<file path="src/rtl/serial_tx.sv">
// -----------------------------------------------------------------------------
// serial_tx
//   Parallel-in / serial-out frame transmitter. A word offered on din with load
//   is accepted while idle and sent as: start bit (0), WIDTH data bits LSB
//   first, stop bit (1). Each bit is held for CLKS_PER_BIT clocks. Every line
//   transition is launched on posedge clk so a receiver sampling on the falling
//   edge sees half a period of setup.
//
// Ports
//   clk    in   1      clock, all state updates on posedge
//   rst    in   1      synchronous reset, active-high
//   din    in   WIDTH  parallel word, sampled only at the accept edge
//   load   in   1      producer valid; accepted when load && ready at posedge
//   ready  out  1      idle and able to accept a word (masked by rst)
//   sout   out  1      serial line, idles high (registered)
//   busy   out  1      high while START/DATA/STOP is on the line (registered)
//   done   out  1      one-cycle pulse in the first idle cycle after a frame
// -----------------------------------------------------------------------------
module serial_tx #(
  parameter int WIDTH        = 8,
  parameter int CLKS_PER_BIT = 4
) (
  input  logic             clk,
  input  logic             rst,
  input  logic [WIDTH-1:0] din,
  input  logic             load,
  output logic             ready,
  output logic             sout,
  output logic             busy,
  output logic             done
);

  localparam int CNT_W = (CLKS_PER_BIT > 1) ? $clog2(CLKS_PER_BIT) : 1;
  localparam int IDX_W = $clog2(WIDTH + 1);

  localparam logic [CNT_W-1:0] CNT_LAST = CNT_W'(CLKS_PER_BIT - 1);
  localparam logic [IDX_W-1:0] IDX_LAST = IDX_W'(WIDTH - 1);
  localparam logic [CNT_W-1:0] CNT_ONE  = CNT_W'(1);
  localparam logic [IDX_W-1:0] IDX_ONE  = IDX_W'(1);

  typedef enum logic [1:0] {
    IDLE  = 2'd0,
    START = 2'd1,
    DATA  = 2'd2,
    STOP  = 2'd3
  } state_t;

  state_t             state_q, state_d;
  logic [CNT_W-1:0]   cnt_q,   cnt_d;
  logic [IDX_W-1:0]   idx_q,   idx_d;
  logic [WIDTH-1:0]   shreg_q, shreg_d;
  logic               sout_q,  sout_d;
  logic               busy_q,  busy_d;
  logic               done_q,  done_d;
  logic               bit_end_s;

  // ready is combinational so a word can be accepted in the done cycle.
  assign ready = (state_q == IDLE) && !rst;
  assign sout  = sout_q;
  assign busy  = busy_q;
  assign done  = done_q;

  // Next-state, counter, shift-register and output computation.
  always_comb begin
    state_d   = state_q;
    cnt_d     = cnt_q;
    idx_d     = idx_q;
    shreg_d   = shreg_q;
    done_d    = 1'b0;
    bit_end_s = (cnt_q == CNT_LAST);

    case (state_q)
      IDLE: begin
        cnt_d = '0;
        idx_d = '0;
        if (load) begin
          shreg_d = din;
          state_d = START;
        end else begin
          state_d = IDLE;
        end
      end

      START: begin
        if (bit_end_s) begin
          cnt_d   = '0;
          state_d = DATA;
        end else begin
          cnt_d = cnt_q + CNT_ONE;
        end
      end

      DATA: begin
        if (bit_end_s) begin
          cnt_d   = '0;
          // Shift so the next bit to send always sits in shreg[0].
          shreg_d = shreg_q >> 1;
          if (idx_q == IDX_LAST) begin
            idx_d   = '0;
            state_d = STOP;
          end else begin
            idx_d = idx_q + IDX_ONE;
          end
        end else begin
          cnt_d = cnt_q + CNT_ONE;
        end
      end

      STOP: begin
        if (bit_end_s) begin
          cnt_d   = '0;
          state_d = IDLE;
          done_d  = 1'b1;
        end else begin
          cnt_d = cnt_q + CNT_ONE;
        end
      end

      default: begin
        cnt_d   = '0;
        idx_d   = '0;
        state_d = IDLE;
      end
    endcase

    // Outputs are derived from the next state so they change on the same
    // edge as the state register.
    case (state_d)
      START:   sout_d = 1'b0;
      DATA:    sout_d = shreg_d[0];
      default: sout_d = 1'b1;
    endcase
    busy_d = (state_d != IDLE);
  end

  // State and output registers with synchronous reset.
  always_ff @(posedge clk) begin
    if (rst) begin
      state_q <= IDLE;
      cnt_q   <= '0;
      idx_q   <= '0;
      shreg_q <= '0;
      sout_q  <= 1'b1;
      busy_q  <= 1'b0;
      done_q  <= 1'b0;
    end else begin
      state_q <= state_d;
      cnt_q   <= cnt_d;
      idx_q   <= idx_d;
      shreg_q <= shreg_d;
      sout_q  <= sout_d;
      busy_q  <= busy_d;
      done_q  <= done_d;
    end
  end

endmodule

</file>
<file path="config.mk">
export PLATFORM = sky130hd
export DESIGN_NAME = serial_tx
export DESIGN_NICKNAME = d
export VERILOG_FILES = /design/src/rtl/serial_tx.sv
export SDC_FILE = /design/constraint.sdc
export NUM_CORES = 1
export LEC_CHECK = 0
export ABC_CLOCK_PERIOD_IN_PS = 1630
export CAP_MARGIN = 25
export CORE_UTILIZATION = 35
export CTS_CLUSTER_DIAMETER = 80
export DETAILED_ROUTE_END_ITERATION = 16
export GPL_ROUTABILITY_DRIVEN = 0
export PLACE_DENSITY = 0.59
export SLEW_MARGIN = 5
export SYNTH_ARGS = -nofsm -noshare
export SYNTH_HDL_FRONTEND = slang
export SYNTH_SLANG_ARGS = --single-unit
</file>
<file path="constraint.sdc">
create_clock -name clk -period 1.63 [get_ports clk]
set_clock_uncertainty 0.05 [all_clocks]
set_input_delay 0.163 -clock clk [delete_from_list [all_inputs] [get_ports clk]]
set_output_delay 0.163 -clock clk [all_outputs]
set_load 0.03 [all_outputs]
</file>
# Word level (Yosys, flattened, before mapping)
# Index checks and enable logic that the tools add are counted.
dict set report classes {
  addsub 2
  n_eq_ne 9
  muxes 16
  bitwise 1
  n_reduce_logical 9
}
# cell count
set ops {}
lappend ops {{two-way mux 8 bit} 2}
lappend ops {{case mux 8 bit (2 select lines)} 1}
lappend ops {{two-way mux 2 bit} 5}
lappend ops {{== test 2 bit (second input constant)} 4}
lappend ops {{two-way mux 4 bit} 2}
lappend ops {{case mux 2 bit (4 select lines)} 1}
lappend ops {{case mux 4 bit (2 select lines)} 1}
lappend ops {{adder 4 x 1 -> 4 bit (second input constant)} 1}
lappend ops {{== test 2 x 1 -> 1 bit (second input constant)} 2}
lappend ops {{== test 4 x 3 -> 1 bit (second input constant)} 1}
lappend ops {{inequality test 2 bit (second input constant)} 2}
lappend ops {{case mux 2 bit (2 select lines)} 1}
lappend ops {{nonzero test 2 bit} 2}
lappend ops {{AND reduction 3 bit} 1}
lappend ops {{OR reduction 3 bit} 1}
lappend ops {{adder 2 x 1 -> 2 bit (second input constant)} 1}
lappend ops {{zero test 2 bit} 1}
lappend ops {{two-way mux 1 bit} 2}
lappend ops {{case mux 1 bit (2 select lines)} 1}
lappend ops {{AND reduction 2 bit} 1}
lappend ops {{OR reduction 2 bit} 1}
lappend ops {{logical AND 1 bit} 1}
lappend ops {{zero test 1 bit} 1}
lappend ops {{NOT 1 bit} 1}
dict set report totals {
  ff_bits 19
  output_inout_bits 4
}

# Longest topological paths before layout
dict set report logic_depth {
  ltp_word 6
  mapped_depth 5
}

# Worst setup path before layout
# No wires, ideal clock.
dict set report synth_path {
  path_type {register to output}
  startpoint {reg state_q[1]}
  endpoint {out ready}
  arrival_ps 1303
  t_required_ps 1417
  slack_ps 114
  stages_incl_launch_ff 4
  path_cell_list {dfxtp_1 > buf_2 > buf_2 > nor3_1}
}
dict set report synth_between {
  elab_chain_cells 2
}
# item line
set synth_lines {}
lappend synth_lines {{start, declared} 48} ;# state_t state_q, state_d;
lappend synth_lines {{start signal, assigned} 147} ;# state_q <= state_d;
lappend synth_lines {{zero test 2 bit} 58} ;# assign ready = (state_q == IDLE) && !rst;
lappend synth_lines {{logical AND 1 bit} 58}
lappend synth_lines {{end, declared} 27} ;# output logic ready,
# Every way passes these cells.

# Worst setup path after layout
dict set report layout_path {
  startpoint {reg sout_q, in the netlist sout}
  endpoint {out sout}
}
# item line
set layout_rtl {}
lappend layout_rtl {{start, declared} 52} ;# logic sout_q, sout_d;
lappend layout_rtl {{start signal, assigned} 151} ;# sout_q <= sout_d;
lappend layout_rtl {{end, declared} 28} ;# output logic sout,
# No word-level cell between the ends.

==> results.json <==
{
  "status": "finished clean",
  "cpMaxStageDelayCell": "clkdlybuf4s50_1",
  "drt_iter0_markers": 7,
  "die_x_um": 52.9,
  "fin_tns_setup_ps": 0,
  "seqPwrFrac": 0.576,
  "crit_family": "buffers and inverters",
  "cts_hold_buffers": 0,
  "cp_slowest_stage_delay_ps": 660,
  "cts_tree": "done",
  "cp.required_ps": 1420,
  "final_cell_mix": "dfxtp_1 (18), a21oi_1 (13), clkdlybuf4s50_1 (13)",
  "rr_worst_depth": 4,
  "synth.largest_area_cell": "dfxtp_1",
  "grt_util_all_layers": 0.157,
  "hp-start": "din[7]",
  "p_leak_nw": 0.436,
  "peakVddDrop_uv": 426,
  "slew_headroom": 0.773,
  "overflow": 0,
  "ys_types": 35,
  "route.detailed.drc": 0,
  "reg2reg_from": "cnt_q[0]$_SDFF_PP0_",
  "p_sw_frac": 0.249,
  "core_area_um2": 2450,
  "die_h_um": 52.9,
  "synth-async-reset-ratio": 0,
  "post-route-min-period_ps": 1500,
  "ys.warnings.count": 0,
  "crit_fanout": 1,
  "drive_gt1_frac": 0.148,
  "num_rows": 18,
  "timing.rr.end": "sout$_SDFF_PP1_",
  "routedWlPerCell_um": 12.5,
  "setup_viol": 0,
  "cp-end-kind": "output pin",
  "path_class": "register to output pin",
  "power.total_mw": 0.865,
  "fin_ws_ps": 129,
  "wl_mm": 1.81,
  "vias_per_cell": 5.45,
  "synth_edf_count": 0,
  "max_freq_ghz": 0.666,
  "rsz0062_at_grt": "no",
  "insertedDiodeCount": 0,
  "portBuffers": 14,
  "grt_pass1_vias": 717,
  "hp-class": "primary input to register",
  "ys_seq_elements": 19,
  "power_density_nw_per_um2": 778,
  "area_growth_pct": 22.5,
  "ant_nets": 0,
  "synth_ff_type": "dfxtp_1",
  "start_util": 0.370,
  "synth_area_leaders": "dfxtp_1 (42%), a21oi_1 (7.2%), nand3_1 (5.0%)",
  "cts_buffers": 3,
  "hold_depth": 3,
  "multiInputGateArea_um2": 468,
  "io_pins": 15,
  "power_frac_comb": 0.153,
  "syn_avg_cell_area_um2": 9.16,
  "path_buf_inv": 1,
  "synth-seq-area-share": 0.419,
  "clkPwrFrac": 0.271,
  "grt_pass1_wl_mm": 3.15,
  "reg2reg_slack_ps": 150,
  "dpl.hpwl_mm": 1.35,
  "place_ws_ps": 116,
  "whs_ps": 366,
  "crit_chain": "clkdlybuf4s50_1",
  "p_int_mw": 0.650,
  "vias": 790,
  "slew_violations": 0,
  "netSwitchingPower_mw": 0.215,
  "nets": 129,
  "hold_end": "shreg_q[7]$_SDFFE_PP0P_",
  "hold_viol": 0,
  "worst_pin_slew_ps": 338,
  "worstSetupStartpointType": "register",
  "mostFrequentLayoutCell": "dfxtp_1",
  "root_buffer": "clkbuf_4",
  "syn_inst": 99,
  "synth_nets": 112,
  "grt_max_degree": 19,
  "clock_latency_ps": 290,
  "seq_area_um2": 382,
  "antenna_found_initial": 0,
  "synth_top_area_frac": 0.419,
  "clk_pin_slew_ps": 100,
  "cap_violations": 0,
  "synth_area_um2": 907,
  "cts_max_path_buffers": 2,
  "fill_cells": 246,
  "cts_max_level": 1,
  "period_share": 0.921,
  "dieArea_um2": 2800,
  "cp.arrival_ps": 1290,
  "dr.pass1.iters": 4,
  "cts.sinks": 19
}
state kept, by name, summed over array words and instances, names as in the netlist:
signal / count
busy: 1
cnt_q: 2
done: 1
idx_q: 4
shreg_q: 8
sout: 1
state_q: 2
synth_stat cells (all sizes together), types with 2 or more instances:
master	instances
nand2	6
nand3	9
o21ai	3
ha	2
a311oi	2
and4b	2
buf	7
a22oi	6
a21oi	13
nor2	5
clkbuf	2
nand3b	2
dfxtp	19
and2b	2
inv	2
power groups by stage:
stage / clock (mW) / combinational, mW / sequential [mW]
after floorplan: 0 / 0.0727 / 0.512
after global placement: 0 / 0.131 / 0.509
after detailed placement: 0 / 0.133 / 0.509
after CTS: 0.244 / 0.133 / 0.498
after global routing: 0.263 / 0.146 / 0.502
final: 0.234 / 0.132 / 0.498
worst reg2reg max path: stages (launching register included):
cell	delay, ps
dfxtp_1	350
ha_2	250
and2b_1	220
a311oi_1	340
a41oi_1	150
layer usage:
layer,track usage,share of wire
met5,0,0
met1,0.215,0.51
met3,0.0259,0.028
met4,0.0921,0.026
met2,0.228,0.44
worst max-delay path by stage:
stage / start / cells after the start / endpoint / slack, ps
floorplan: state_q[1]$_SDFF_PP0_ / 3 / ready / 110
global placement: cnt_q[0]$_SDFF_PP0_ / 4 / sout$_SDFF_PP1_ / 80
detailed placement: cnt_q[0]$_SDFF_PP0_ / 4 / sout$_SDFF_PP1_ / 120
CTS: state_q[1]$_SDFF_PP0_ / 3 / shreg_q[3]$_SDFFE_PP0P_ / 90
global route: state_q[0]$_SDFF_PP0_ / 4 / sout$_SDFF_PP1_ / 50
finish: sout$_SDFF_PP1_ / 1 / sout / 130
logic make-up (layout without fill, tap and decap cells):
kind of cell	Yosys count	count (layout)	synth area share
buffers and inverters	11	27	0.0676
AO/OA/AOI/OAI	32	32	0.236
adder cells (fa/ha/maj)	2	2	0.0276
AND/OR/NAND/NOR	35	35	0.250
flip-flops	19	19	0.419
repair_timing:
| action | in CTS | in global routing |
|---|---|---|
| resized for setup | 0 | 2 |
| setup buffers | 0 | 0 |
| setup endpoints to repair | 0 | 10 |
cell type report:
class / instances / area share
repair buffers: 21 / 0.171
flip-flops and latches: 19 / 0.343
clock buffers: 4 / 0.0236
well taps: 30 / 0.0338
multi-input cells: 69 / 0.421
inverters: 2 / 0.00676
metrics by stage:
step	cells	instance area, µm²	utilization
after floorplan	99	907	-
after global placement	141	1080	0.440
after detailed placement	141	1080	0.440
after CTS	145	1110	0.451
after global routing	145	1110	0.453
final	145	1110	0.453
Power figures use the tool's default switching activity.
